[config.mk]
export PLATFORM = sky130hd
export DESIGN_NAME = cv32e40p_scnn_agu
export DESIGN_NICKNAME = d
export VERILOG_FILES = /design/src/rtl/cv32e40p_scnn_agu.sv
export SDC_FILE = /design/constraint.sdc
export NUM_CORES = 1
export LEC_CHECK = 0
export ABC_AREA = 1
export BUFFER_PORTS_ARGS = -buffer_cell sky130_fd_sc_hd__buf_2
export CORE_UTILIZATION = 40
export CTS_BUF_LIST = sky130_fd_sc_hd__clkbuf_16
export DETAILED_ROUTE_END_ITERATION = 8
export SLEW_MARGIN = 10
export SYNTH_ARGS = -nofsm -noshare
export SYNTH_HDL_FRONTEND = slang
export SYNTH_SLANG_ARGS = --single-unit
[constraint.sdc]
create_clock -name clk -period 8.2 [get_ports clk]
set_clock_uncertainty 0.15 [all_clocks]
set_input_delay 0.82 -clock clk [delete_from_list [all_inputs] [get_ports clk]]
set_output_delay 0.82 -clock clk [all_outputs]
set_load 0.005 [all_outputs]
[src/rtl/cv32e40p_scnn_agu.sv]
// cv32e40p_scnn_agu: SCNN address-generation unit.
// Streams one byte address per accepted LSU request for GEMM operand loads,
// tiled write-back and 2x2 max-pool window fetch.
// Optional macro SCNN_AGU_ALIGN_CHECK_EN: reject misaligned WRITEBACK jobs
// (no addresses, err_o and done_o pulse together). Without it err_o stays 0.
module cv32e40p_scnn_agu #(
    parameter int ADDR_W    = 32,
    parameter int DIM_W     = 16,
    parameter int TILE_ROWS = 4,
    parameter int TILE_COLS = 4,
    parameter int BPW       = 4
) (
    input  logic              clk,
    input  logic              rst,
    input  logic              cfg_valid_i,
    input  logic [1:0]        cfg_mode_i,
    input  logic [ADDR_W-1:0] cfg_base_a_i,
    input  logic [ADDR_W-1:0] cfg_base_b_i,
    input  logic [DIM_W-1:0]  cfg_stride_a_i,
    input  logic [DIM_W-1:0]  cfg_stride_b_i,
    input  logic [DIM_W-1:0]  cfg_iters_i,
    output logic [ADDR_W-1:0] addr_o,
    output logic              addr_valid_o,
    input  logic              addr_ready_i,
    output logic              sel_b_o,
    output logic              last_o,
    output logic              busy_o,
    output logic              done_o,
    output logic              err_o
);

    typedef enum logic [1:0] {S_IDLE, S_RUN, S_DONE} state_t;

    localparam logic [1:0] M_GEMM = 2'd0;
    localparam logic [1:0] M_WB   = 2'd1;
    localparam logic [1:0] M_POOL = 2'd2;
    localparam bit WB_SINGLE = (TILE_ROWS == 1) && (TILE_COLS == 1);

    state_t              r_state, w_state_nxt;
    logic [ADDR_W-1:0]   r_addr, w_addr_nxt;
    logic                r_valid, w_valid_nxt;
    logic                r_sel_b, w_sel_b_nxt;
    logic                r_last, w_last_nxt;
    logic                r_busy, w_busy_nxt;
    logic                r_done, w_done_nxt;
    logic                r_err, w_err_nxt;
    logic [1:0]          r_mode, w_mode_nxt;
    logic [ADDR_W-1:0]   r_sa, w_sa_nxt;
    logic [ADDR_W-1:0]   r_sb, w_sb_nxt;
    logic [ADDR_W-1:0]   r_a_ptr, w_a_ptr_nxt;
    logic [ADDR_W-1:0]   r_b_ptr, w_b_ptr_nxt;
    logic [ADDR_W-1:0]   r_org, w_org_nxt;      // pool window origin / write-back row base
    logic [DIM_W-1:0]    r_cnt, w_cnt_nxt;      // remaining iterations
    logic [1:0]          r_phase, w_phase_nxt;  // position inside a pool window
    logic [31:0]         r_row, w_row_nxt;
    logic [31:0]         r_col, w_col_nxt;

    logic w_accept, w_hs, w_zero, w_align_err;

    assign w_accept = (r_state == S_IDLE) && cfg_valid_i;
    assign w_hs     = r_valid && addr_ready_i;

`ifdef SCNN_AGU_ALIGN_CHECK_EN
    localparam logic [ADDR_W-1:0] ALIGN_MASK = ADDR_W'(BPW - 1);
    assign w_align_err = (cfg_mode_i == M_WB) &&
                         (((cfg_base_a_i & ALIGN_MASK) != '0) ||
                          ((ADDR_W'(cfg_stride_a_i) & ALIGN_MASK) != '0));
`else
    assign w_align_err = 1'b0;
`endif

    // Jobs that finish without emitting a single address
    assign w_zero = (cfg_mode_i == 2'd3) ||
                    ((cfg_mode_i != M_WB) && (cfg_iters_i == '0)) ||
                    w_align_err;

    // FSM state register
    always_ff @(posedge clk) begin
        if (rst) r_state <= S_IDLE;
        else     r_state <= w_state_nxt;
    end

    // FSM next-state
    always_comb begin
        w_state_nxt = r_state;
        case (r_state)
            S_IDLE:  if (w_accept) w_state_nxt = w_zero ? S_DONE : S_RUN;
            S_RUN:   if (w_hs && r_last) w_state_nxt = S_DONE;
            S_DONE:  w_state_nxt = S_IDLE;
            default: w_state_nxt = S_IDLE;
        endcase
    end

    // Address sequencing: job setup on accept, step on each handshake
    always_comb begin
        w_addr_nxt  = r_addr;
        w_valid_nxt = r_valid;
        w_sel_b_nxt = r_sel_b;
        w_last_nxt  = r_last;
        w_busy_nxt  = r_busy;
        w_done_nxt  = 1'b0;
        w_err_nxt   = 1'b0;
        w_mode_nxt  = r_mode;
        w_sa_nxt    = r_sa;
        w_sb_nxt    = r_sb;
        w_a_ptr_nxt = r_a_ptr;
        w_b_ptr_nxt = r_b_ptr;
        w_org_nxt   = r_org;
        w_cnt_nxt   = r_cnt;
        w_phase_nxt = r_phase;
        w_row_nxt   = r_row;
        w_col_nxt   = r_col;
        if (w_accept) begin
            w_mode_nxt  = cfg_mode_i;
            w_sa_nxt    = ADDR_W'(cfg_stride_a_i);
            w_sb_nxt    = ADDR_W'(cfg_stride_b_i);
            w_cnt_nxt   = cfg_iters_i;
            w_phase_nxt = 2'd0;
            w_row_nxt   = 32'd0;
            w_col_nxt   = 32'd0;
            w_a_ptr_nxt = cfg_base_a_i;
            w_b_ptr_nxt = cfg_base_b_i;
            w_org_nxt   = cfg_base_a_i;
            if (w_zero) begin
                w_done_nxt = 1'b1;
                w_err_nxt  = w_align_err;
            end else begin
                w_valid_nxt = 1'b1;
                w_busy_nxt  = 1'b1;
                if (cfg_mode_i == M_GEMM) begin
                    w_addr_nxt  = cfg_base_b_i;
                    w_sel_b_nxt = 1'b1;
                    w_last_nxt  = 1'b0;
                end else begin
                    w_addr_nxt  = cfg_base_a_i;
                    w_sel_b_nxt = 1'b0;
                    w_last_nxt  = (cfg_mode_i == M_WB) ? WB_SINGLE : 1'b0;
                end
            end
        end else if (w_hs) begin
            if (r_last) begin
                w_valid_nxt = 1'b0;
                w_busy_nxt  = 1'b0;
                w_last_nxt  = 1'b0;
                w_sel_b_nxt = 1'b0;
                w_done_nxt  = 1'b1;
            end else begin
                case (r_mode)
                    M_GEMM: begin
                        if (r_sel_b) begin
                            // B accepted: present A of the same step
                            w_addr_nxt  = r_a_ptr;
                            w_sel_b_nxt = 1'b0;
                            w_last_nxt  = (r_cnt == DIM_W'(1));
                        end else begin
                            // A accepted: advance both streams
                            w_a_ptr_nxt = r_a_ptr + r_sa;
                            w_b_ptr_nxt = r_b_ptr + r_sb;
                            w_cnt_nxt   = r_cnt - DIM_W'(1);
                            w_addr_nxt  = r_b_ptr + r_sb;
                            w_sel_b_nxt = 1'b1;
                        end
                    end
                    M_WB: begin
                        if (r_col == 32'(TILE_COLS - 1)) begin
                            w_col_nxt  = 32'd0;
                            w_row_nxt  = r_row + 32'd1;
                            w_org_nxt  = r_org + r_sa;
                            w_addr_nxt = r_org + r_sa;
                            w_last_nxt = (r_row + 32'd1 == 32'(TILE_ROWS - 1)) && (TILE_COLS == 1);
                        end else begin
                            w_col_nxt  = r_col + 32'd1;
                            w_addr_nxt = r_addr + ADDR_W'(BPW);
                            w_last_nxt = (r_row == 32'(TILE_ROWS - 1)) &&
                                         (r_col + 32'd1 == 32'(TILE_COLS - 1));
                        end
                    end
                    default: begin
                        // 2x2 window: o, o+sb, o+sa, o+sa+sb, then next origin
                        w_phase_nxt = r_phase + 2'd1;
                        case (r_phase)
                            2'd0: w_addr_nxt = r_org + r_sb;
                            2'd1: w_addr_nxt = r_org + r_sa;
                            2'd2: begin
                                w_addr_nxt = r_org + r_sa + r_sb;
                                w_last_nxt = (r_cnt == DIM_W'(1));
                            end
                            default: begin
                                w_org_nxt  = r_org + (r_sb << 1);
                                w_addr_nxt = r_org + (r_sb << 1);
                                w_cnt_nxt  = r_cnt - DIM_W'(1);
                            end
                        endcase
                    end
                endcase
            end
        end
    end

    // Registered outputs and handshake control
    always_ff @(posedge clk) begin
        if (rst) begin
            r_addr  <= '0;
            r_valid <= 1'b0;
            r_sel_b <= 1'b0;
            r_last  <= 1'b0;
            r_busy  <= 1'b0;
            r_done  <= 1'b0;
            r_err   <= 1'b0;
        end else begin
            r_addr  <= w_addr_nxt;
            r_valid <= w_valid_nxt;
            r_sel_b <= w_sel_b_nxt;
            r_last  <= w_last_nxt;
            r_busy  <= w_busy_nxt;
            r_done  <= w_done_nxt;
            r_err   <= w_err_nxt;
        end
    end

    // Latched job configuration and walking pointers
    always_ff @(posedge clk) begin
        r_mode  <= w_mode_nxt;
        r_sa    <= w_sa_nxt;
        r_sb    <= w_sb_nxt;
        r_a_ptr <= w_a_ptr_nxt;
        r_b_ptr <= w_b_ptr_nxt;
        r_org   <= w_org_nxt;
        r_cnt   <= w_cnt_nxt;
        r_phase <= w_phase_nxt;
        r_row   <= w_row_nxt;
        r_col   <= w_col_nxt;
    end

    assign addr_o       = r_addr;
    assign addr_valid_o = r_valid;
    assign sel_b_o      = r_sel_b;
    assign last_o       = r_last;
    assign busy_o       = r_busy;
    assign done_o       = r_done;
    assign err_o        = r_err;

endmodule

==> results of run 1 <==
-- synth_stat cells (all sizes together), types with 2 or more instances --
master and n:
a211oi 3, a21boi 9, a21o 5, a21oi 198, a221o 8, a221oi 6
a22oi 13, a31o 3, a31oi 28, and2 2, and3 2, buf 17
clkbuf 74, clkinv 4, dfxtp 104, edfxtp 146, fa 5, ha 93
inv 364, nand2 855, nand3 195, nand3b 13, nand4 63, nor2 280
nor3 70, nor3b 4, nor4 40, o2111ai 5, o211ai 28, o21a 14
o21ai 249, o21bai 8, o221ai 14, o22ai 10, o31ai 5, or2 12
xnor2 35, xor2 93
-- worst max-delay path by stage --
stage	start	end	slack [ns]	depth (start not counted)
2_1_floorplan	r_mode[1]	r_a_ptr[0]	1.83	5
6_report	r_phase[0]	addr_o[24]	3.23	27
4_1_cts	r_phase[0]	addr_o[22]	3.33	27
5_1_grt	r_phase[0]	addr_o[18]	2.83	27
3_3_place_gp	r_phase[0]	addr_o[22]	3.30	27
3_5_place_dp	r_phase[0]	addr_o[22]	3.33	27
-- where the power goes --
group / internal (mW) / switching (mW)
sequential: 1.52 / 0.163
clock: 0.877 / 0.635
combinational: 0.560 / 1.21
-- state kept, by name, indices dropped and copies added (netlist names) --
register,count
r_cnt,16
r_sa,16
addr_o,32
r_state,2
busy_o,1
r_sb,16
r_b_ptr,32
done_o,1
r_org,32
r_mode,2
last_o,1
r_row,32
sel_b_o,1
r_phase,2
r_a_ptr,32
r_col,32
-- worst max-delay path: stages (launching register included) --
cell	delay, ns
dfxtp_1	0.33
inv_1	0.12
ha_1	0.17
buf_4	0.38
clkinv_1	0.38
buf_4	0.37
o21ai_0	0.24
ha_1	0.18
inv_1	0.07
fa_1	0.36
inv_1	0.10
nand3_1	0.07
nand2_1	0.11
nand2_1	0.06
nand2_1	0.06
nand2_1	0.05
nand2_1	0.15
a21boi_0	0.25
o21bai_1	0.33
nand3_1	0.21
nor2_2	0.16
nand2_1	0.07
nand3_1	0.08
o211ai_1	0.10
nand2_1	0.10
nand2_1	0.05
nand2_1	0.05
a21oi_1	0.07
-- metrics by stage --
step	util, %	area, um2	worst slack [ns]
floorplan	-	20900	1.83
global placement	43.4	22400	3.30
detailed placement	43.4	22400	3.33
CTS	45.6	23500	3.33
global route	45.6	23500	2.83
finish	45.6	23500	3.23
-- cell type report --
class,instances,area [um2]
inverters,368,1390
repair buffers,175,928
fillers,5373,28000
flip-flops and latches,250,6470
multi-input cells,2375,12700
clock buffers,35,876
clock inverters,26,225
diodes,3,7.51
well taps,680,851
-- cells in the final DEF (no fill, tap or decap), types with 21 or more instances in the layout --
| master | count |
|---|---|
| nand2_1 | 840 |
| inv_1 | 362 |
| nor2_1 | 247 |
| o21ai_0 | 229 |
| a21oi_1 | 196 |
| nand3_1 | 184 |
| buf_2 | 154 |
| edfxtp_1 | 146 |
| dfxtp_1 | 104 |
| xor2_1 | 93 |
| ha_1 | 93 |
| nor3_1 | 62 |
| nand4_1 | 62 |
| nor4_1 | 37 |
| xnor2_1 | 35 |
| clkbuf_16 | 35 |
| a31oi_1 | 28 |
| o211ai_1 | 28 |
| nor2_2 | 24 |
| buf_4 | 21 |
-- per-layer routing --
metal	share of wire [%]	track usage, %
met4	3.7	12.0
met2	43	48.6
met1	44	44.1
met5	0.040	0
met3	9.6	5.69
-- cells by family (layout without fill, tap and decap cells) --
kind of cell,Yosys count,after routing
AOI/OAI and AO/OA,609,609
xor gates and xnor gates,128,128
adders and majority gates,98,98
buffers and inverters,459,604
DFF,250,250
other,1,4
and+or+nand+nor,1539,1539
==> impl_metrics.json, run 1 <==
{
  "status": "finished clean",
  "nNetsFinal": 3420,
  "cts_tree": "built",
  "setup_viol_count_final": 0,
  "crit_arrival_ns": 5.28,
  "synth-xor-area-share_pct": 5.37,
  "yosys.area.top_type": "edfxtp_1",
  "setup_total_negative_slack_ns": 0,
  "initial_core_util_pct": 40.6,
  "synthFlopType": "edfxtp_1",
  "grt_max_degree": 93,
  "via_per_inst": 5.73,
  "power.leakage_nw": 10.3,
  "grt_pass1_vias": 21313,
  "syn_avg_cell_area_um2": 6.78,
  "maxCapViolCount": 0,
  "min_period_over_period_pct": 60.6,
  "clkLatencyLatePin_ns": 0.57,
  "post-dp-hpwl_mm": 66.6,
  "ys_warn_count": 0,
  "synth_cells": 3084,
  "dp_cells": 3848,
  "r2r_end": "addr_o[24]",
  "critPathMaxFanout": 33,
  "rows": 83,
  "slew_violations": 0,
  "slew_headroom_pct": 14.6,
  "drt-total-wl_mm": 85.2,
  "worst-setup-path-type": "register to register",
  "cts_resized": 0,
  "synth_compound_area_share_pct": 16.7,
  "synthAdderAreaFrac_pct": 6.05,
  "synth-edff-count": 146,
  "tightestPinTransition_ns": 1.28,
  "yosysUniqueCellTypes": 67,
  "syn-cell-area_mm2": 0.0209,
  "core_area_mm2": 0.0515,
  "clock_sinks": 250,
  "die_w_um": 231,
  "critPathLaunchType": "register",
  "htreeDepth": 2,
  "synth_nets": 3300,
  "antenna_found_initial": 5,
  "clkTransAtPathRegs_ns": 0.06,
  "async_flop_share_pct": 0,
  "end_kind": "register",
  "cts_buffers": 34,
  "synth_area_leaders": "edfxtp_1 21%, nand2_1 15%, dfxtp_1 10%",
  "rsz0062_at_grt": "no",
  "drtPass1Iterations": 6,
  "routedWlPerCell_um": 21.8,
  "synth_mux_area_share_pct": 0,
  "holdWs_ns": 0.287,
  "worstPathRequired_ns": 8.51,
  "grt_first_pass_wirelength_mm": 128,
  "finalNonFillerCells": 3912,
  "hold_violations": 0,
  "numPortBuffers": 154,
  "grt_use_total_pct": 31.7,
  "drc": 0,
  "worstRegToRegCells": 27,
  "p_total_mw": 4.96,
  "layout_min_cycle_time_ns": 4.97,
  "gp_congestion": 1.01,
  "cts.root.buffer_cell": "clkbuf_16",
  "synthSimpleGateAreaFrac_pct": 32.6,
  "fp.dieH_um": 231,
  "rr_startpoint": "r_phase[0]",
  "vias": 22401,
  "yosysTopAreaCellShare_pct": 21.0,
  "drt_iter0_markers": 2790,
  "synthToLayoutAreaGrowth_pct": 12.4,
  "min-delay-start": "cfg_stride_a_i[4]",
  "cts_max_path_buffers": 3,
  "power.density_mw_per_mm2": 211,
  "r2r_slack_ns": 3.23,
  "synth_seq_cells": 250,
  "vdd_drop_max_v": 0.000154,
  "holdPathEnd": "r_sa[4]",
  "fmax_mhz": 201,
  "hold_path_depth": 1,
  "postCtsSetupBuffers": 0,
  "gr-total-overflow": 0,
  "hold_buffers": 0,
  "hold_path_class": "input pin to register",
  "postRouteAntennaNets": 0,
  "die_area_mm2": 0.0532,
  "yosysSeqAreaShare_pct": 30.9,
  "synth_top_family_by_area": "simple AND/OR/NAND/NOR gates",
  "ioPinCount": 156,
  "layout-drive-gt1-share_pct": 10.3
}
Note: power is estimated with default switching activity, not from simulation.
==> inputs of run 2 (changes only) <==
ABC_AREA = 0   (was 1)
clock period = 4.7 ns   (was 8.2 ns; I/O delays follow)
==> run 2 against run 1 <==
Critical path depth shrank 5. Synthesized cell count shrank 21%. Critical path type unchanged. Clock-buffer cell count grew 1. The flow now finishes with violations (negative setup slack). Via count shrank 9.1%. Clock power grew 68%.
==> impl_metrics.json, run 2 <==
{
  "status": "finished, violations left",
  "violations": "negative setup slack",
  "drtPass1Iterations": 6,
  "numPortBuffers": 154,
  "maxCapViolCount": 0,
  "routedWlPerCell_um": 23.4,
  "htreeDepth": 2,
  "ys_warn_count": 0,
  "clkLatencyLatePin_ns": 0.55,
  "power.density_mw_per_mm2": 363,
  "drt-total-wl_mm": 79.0,
  "fp.dieH_um": 224,
  "nNetsFinal": 2907,
  "syn-cell-area_mm2": 0.0197,
  "clkTransAtPathRegs_ns": 0.06,
  "r2r_end": "addr_o[26]",
  "place_ws_ns": -0.431,
  "initial_core_util_pct": 40.4,
  "synthSimpleGateAreaFrac_pct": 22.7,
  "critPathLaunchType": "register",
  "path_cells": "ha_2 > fa_2 > a211oi_4 > o21ai_4 > buf_6 > buf_6 > o21ai_4 > nand3_2 > a21oi_2 > xnor2_2 > mux2_4 > ha_4 > inv_2 > o21bai_1 > a21oi_2 > o31ai_4 > a21o_1 > a21oi_2 > or4_4 > o31ai_2 > o2111ai_1 > a211oi_1",
  "via_per_inst": 6.03,
  "grt_pass1_vias": 19218,
  "synth_cells": 2436,
  "crit_arrival_ns": 5.12,
  "drt_iter0_markers": 2169,
  "crit_family": "compound AO/OA/AOI/OAI gates",
  "synth_nets": 2652,
  "synth-edff-count": 146,
  "min_period_over_period_pct": 102,
  "syn_avg_cell_area_um2": 8.11,
  "final_common_cell": "nand2_1",
  "cts_tree": "built",
  "crit_start": "r_sa[0]",
  "synth_area_leaders": "edfxtp_1 22%, dfxtp_1 11%, ha_1 5.9%",
  "vdd_drop_max_v": 0.000312,
  "layout-drive-gt1-share_pct": 17.8,
  "hold_violations": 0,
  "slew_headroom_pct": 23.4,
  "path_common_cell": "a21oi_2",
  "critPathMaxFanout": 4,
  "synth-xor-area-share_pct": 10.4,
  "async_flop_share_pct": 0,
  "path_buf_inv": 3,
  "yosys-top-cells-count": "308 x nand2_1, 238 x nor2_1, 230 x a21oi_1",
  "max_stage_delay_ns": 0.56,
  "drc": 0,
  "grt_first_pass_wirelength_mm": 117,
  "synthFlopType": "edfxtp_1",
  "rr_startpoint": "r_sa[0]",
  "synth_compound_area_share_pct": 22.3,
  "synthToLayoutAreaGrowth_pct": 21.1,
  "setup_viol_count_final": 6,
  "synth_mux_area_share_pct": 1.81,
  "rows": 81,
  "final_cell_mix": "307 x nand2_1, 231 x nor2_1, 223 x a21oi_1",
  "hold_path_depth": 3,
  "min-delay-start": "cfg_base_b_i[0]",
  "synthAdderAreaFrac_pct": 6.40,
  "core_area_mm2": 0.0488,
  "yosys.area.top_type": "edfxtp_1",
  "worstRegToRegCells": 22,
  "ioPinCount": 156,
  "gp_congestion": 1.01,
  "yosysTopAreaCellShare_pct": 22.2,
  "post-dp-hpwl_mm": 58.2,
  "setup_ws_ns": -0.109,
  "slew_violations": 0,
  "slowest_stage": "or4_4",
  "end_kind": "register",
  "power.leakage_nw": 9.17,
  "cts.root.buffer_cell": "clkbuf_16",
  "gr-total-overflow": 0,
  "yosysUniqueCellTypes": 94,
  "postRouteAntennaNets": 0,
  "clock_sinks": 250,
  "yosysMostFrequentCell": "nand2_1",
  "hold_path_class": "input pin to register",
  "die_area_mm2": 0.0503,
  "tightestPinTransition_ns": 1.14,
  "place_area_mm2": 0.0220,
  "die_w_um": 224,
  "cts_max_path_buffers": 3,
  "grt_use_total_pct": 30.6,
  "synth_seq_cells": 250,
  "antenna_found_initial": 4,
  "rsz0062_at_grt": "yes",
  "holdPathEnd": "r_b_ptr[0]",
  "layout_min_cycle_time_ns": 4.81,
  "cts_buffers": 34,
  "worstPathRequired_ns": 5.01,
  "worst-setup-path-type": "register to register",
  "yosysSeqAreaShare_pct": 32.7,
  "synth_top_family_by_area": "simple AND/OR/NAND/NOR gates",
  "filler_cell_count": 4787,
  "fmax_mhz": 208,
  "fin_area_mm2": 0.0239,
  "vias": 20366,
  "grt_max_degree": 92,
  "r2r_slack_ns": -0.11
}
run 2: per-layer routing:
layer | part of all wire [%] | GRT usage [%] | vias to the layer above
met1 | 42 | 40.9 | 9704
met5 | 0.010 | 0 | -
met2 | 44 | 47.5 | 1029
li1 | - | - | 9437
met3 | 9.8 | 6.44 | 194
met4 | 4.4 | 13.2 | 2
run 2: final cells by class:
class	instances	area [um2]	share of cell area (%)
Multi-Input combinational cell	2010	13000	54.5
Sequential cell	250	6470	27.0
Timing Repair Buffer	347	2340	9.78
Clock buffer	36	901	3.77
Tap cell	664	831	3.47
Inverter	48	188	0.785
Clock inverter	22	151	0.633
Antenna cell	2	5.00	0.0209
run 2: where the power goes:
part	leakage [nW]	switching [mW]	total [mW]	internal, mW
logic	6.38	1.90	3.27	1.37
clock network	0.547	1.05	2.54	1.49
registers	2.25	0.260	2.86	2.60
run 2: kinds of logic (layout without fill, tap and decap cells):
group,after synthesis,after routing
simple gates,937,937
xor+xnor,234,234
other cells,1,3
compound gates,706,706
buf+inv,176,453
mux,34,34
flops,250,250
fa+ha+maj,98,98
run 2: through the flow:
stage          std cells  TNS, ns  total power, mW  hold slack [ns]  utilization, %
2_1_floorplan       2436        0             4.72            0.247               -
3_3_place_gp        3268    -1.44             5.83            0.257            45.0
3_5_place_dp        3268    -2.39             5.86            0.268            45.0
4_1_cts             3362  -0.0480             8.49           0.0369            48.1
5_1_grt             3379    -2.16             9.06           0.0664            49.0
6_report            3379   -0.397             8.67           0.0576            49.0
run 2: worst max path at each step:
stage | endpoint | slack [ns] | depth (start not counted)
2_1_floorplan | addr_o[19] | 0.01 | 20
3_3_place_gp | addr_o[24] | -0.40 | 19
3_5_place_dp | addr_o[24] | -0.43 | 20
4_1_cts | addr_o[24] | -0.05 | 20
5_1_grt | addr_o[30] | -0.33 | 22
6_report | addr_o[26] | -0.11 | 22
run 2: worst register-to-register path, delay by kind of cell, from the launching register on:
kind / cells / cell delay [ns]
multiplexers: 1 / 0.28
AO/OA/AOI/OAI: 12 / 1.96
buffers and inverters: 3 / 0.29
XOR/XNOR: 1 / 0.08
flip-flops: 1 / 0.41
AND/OR/NAND/NOR: 2 / 0.65
adder cells (fa/ha/maj): 3 / 0.92
run 2: repair_timing:
| item | 4_1_cts | 5_1_grt |
|---|---|---|
| setup endpoints to repair | 14 | 18 |
| buffers inserted | 4 | 16 |
| resized for setup | 24 | 57 |
| hold endpoints to repair | 32 | 0 |
| pin swaps | 17 | 28 |
| cloned | 0 | 0 |
| hold buffers | 32 | 0 |
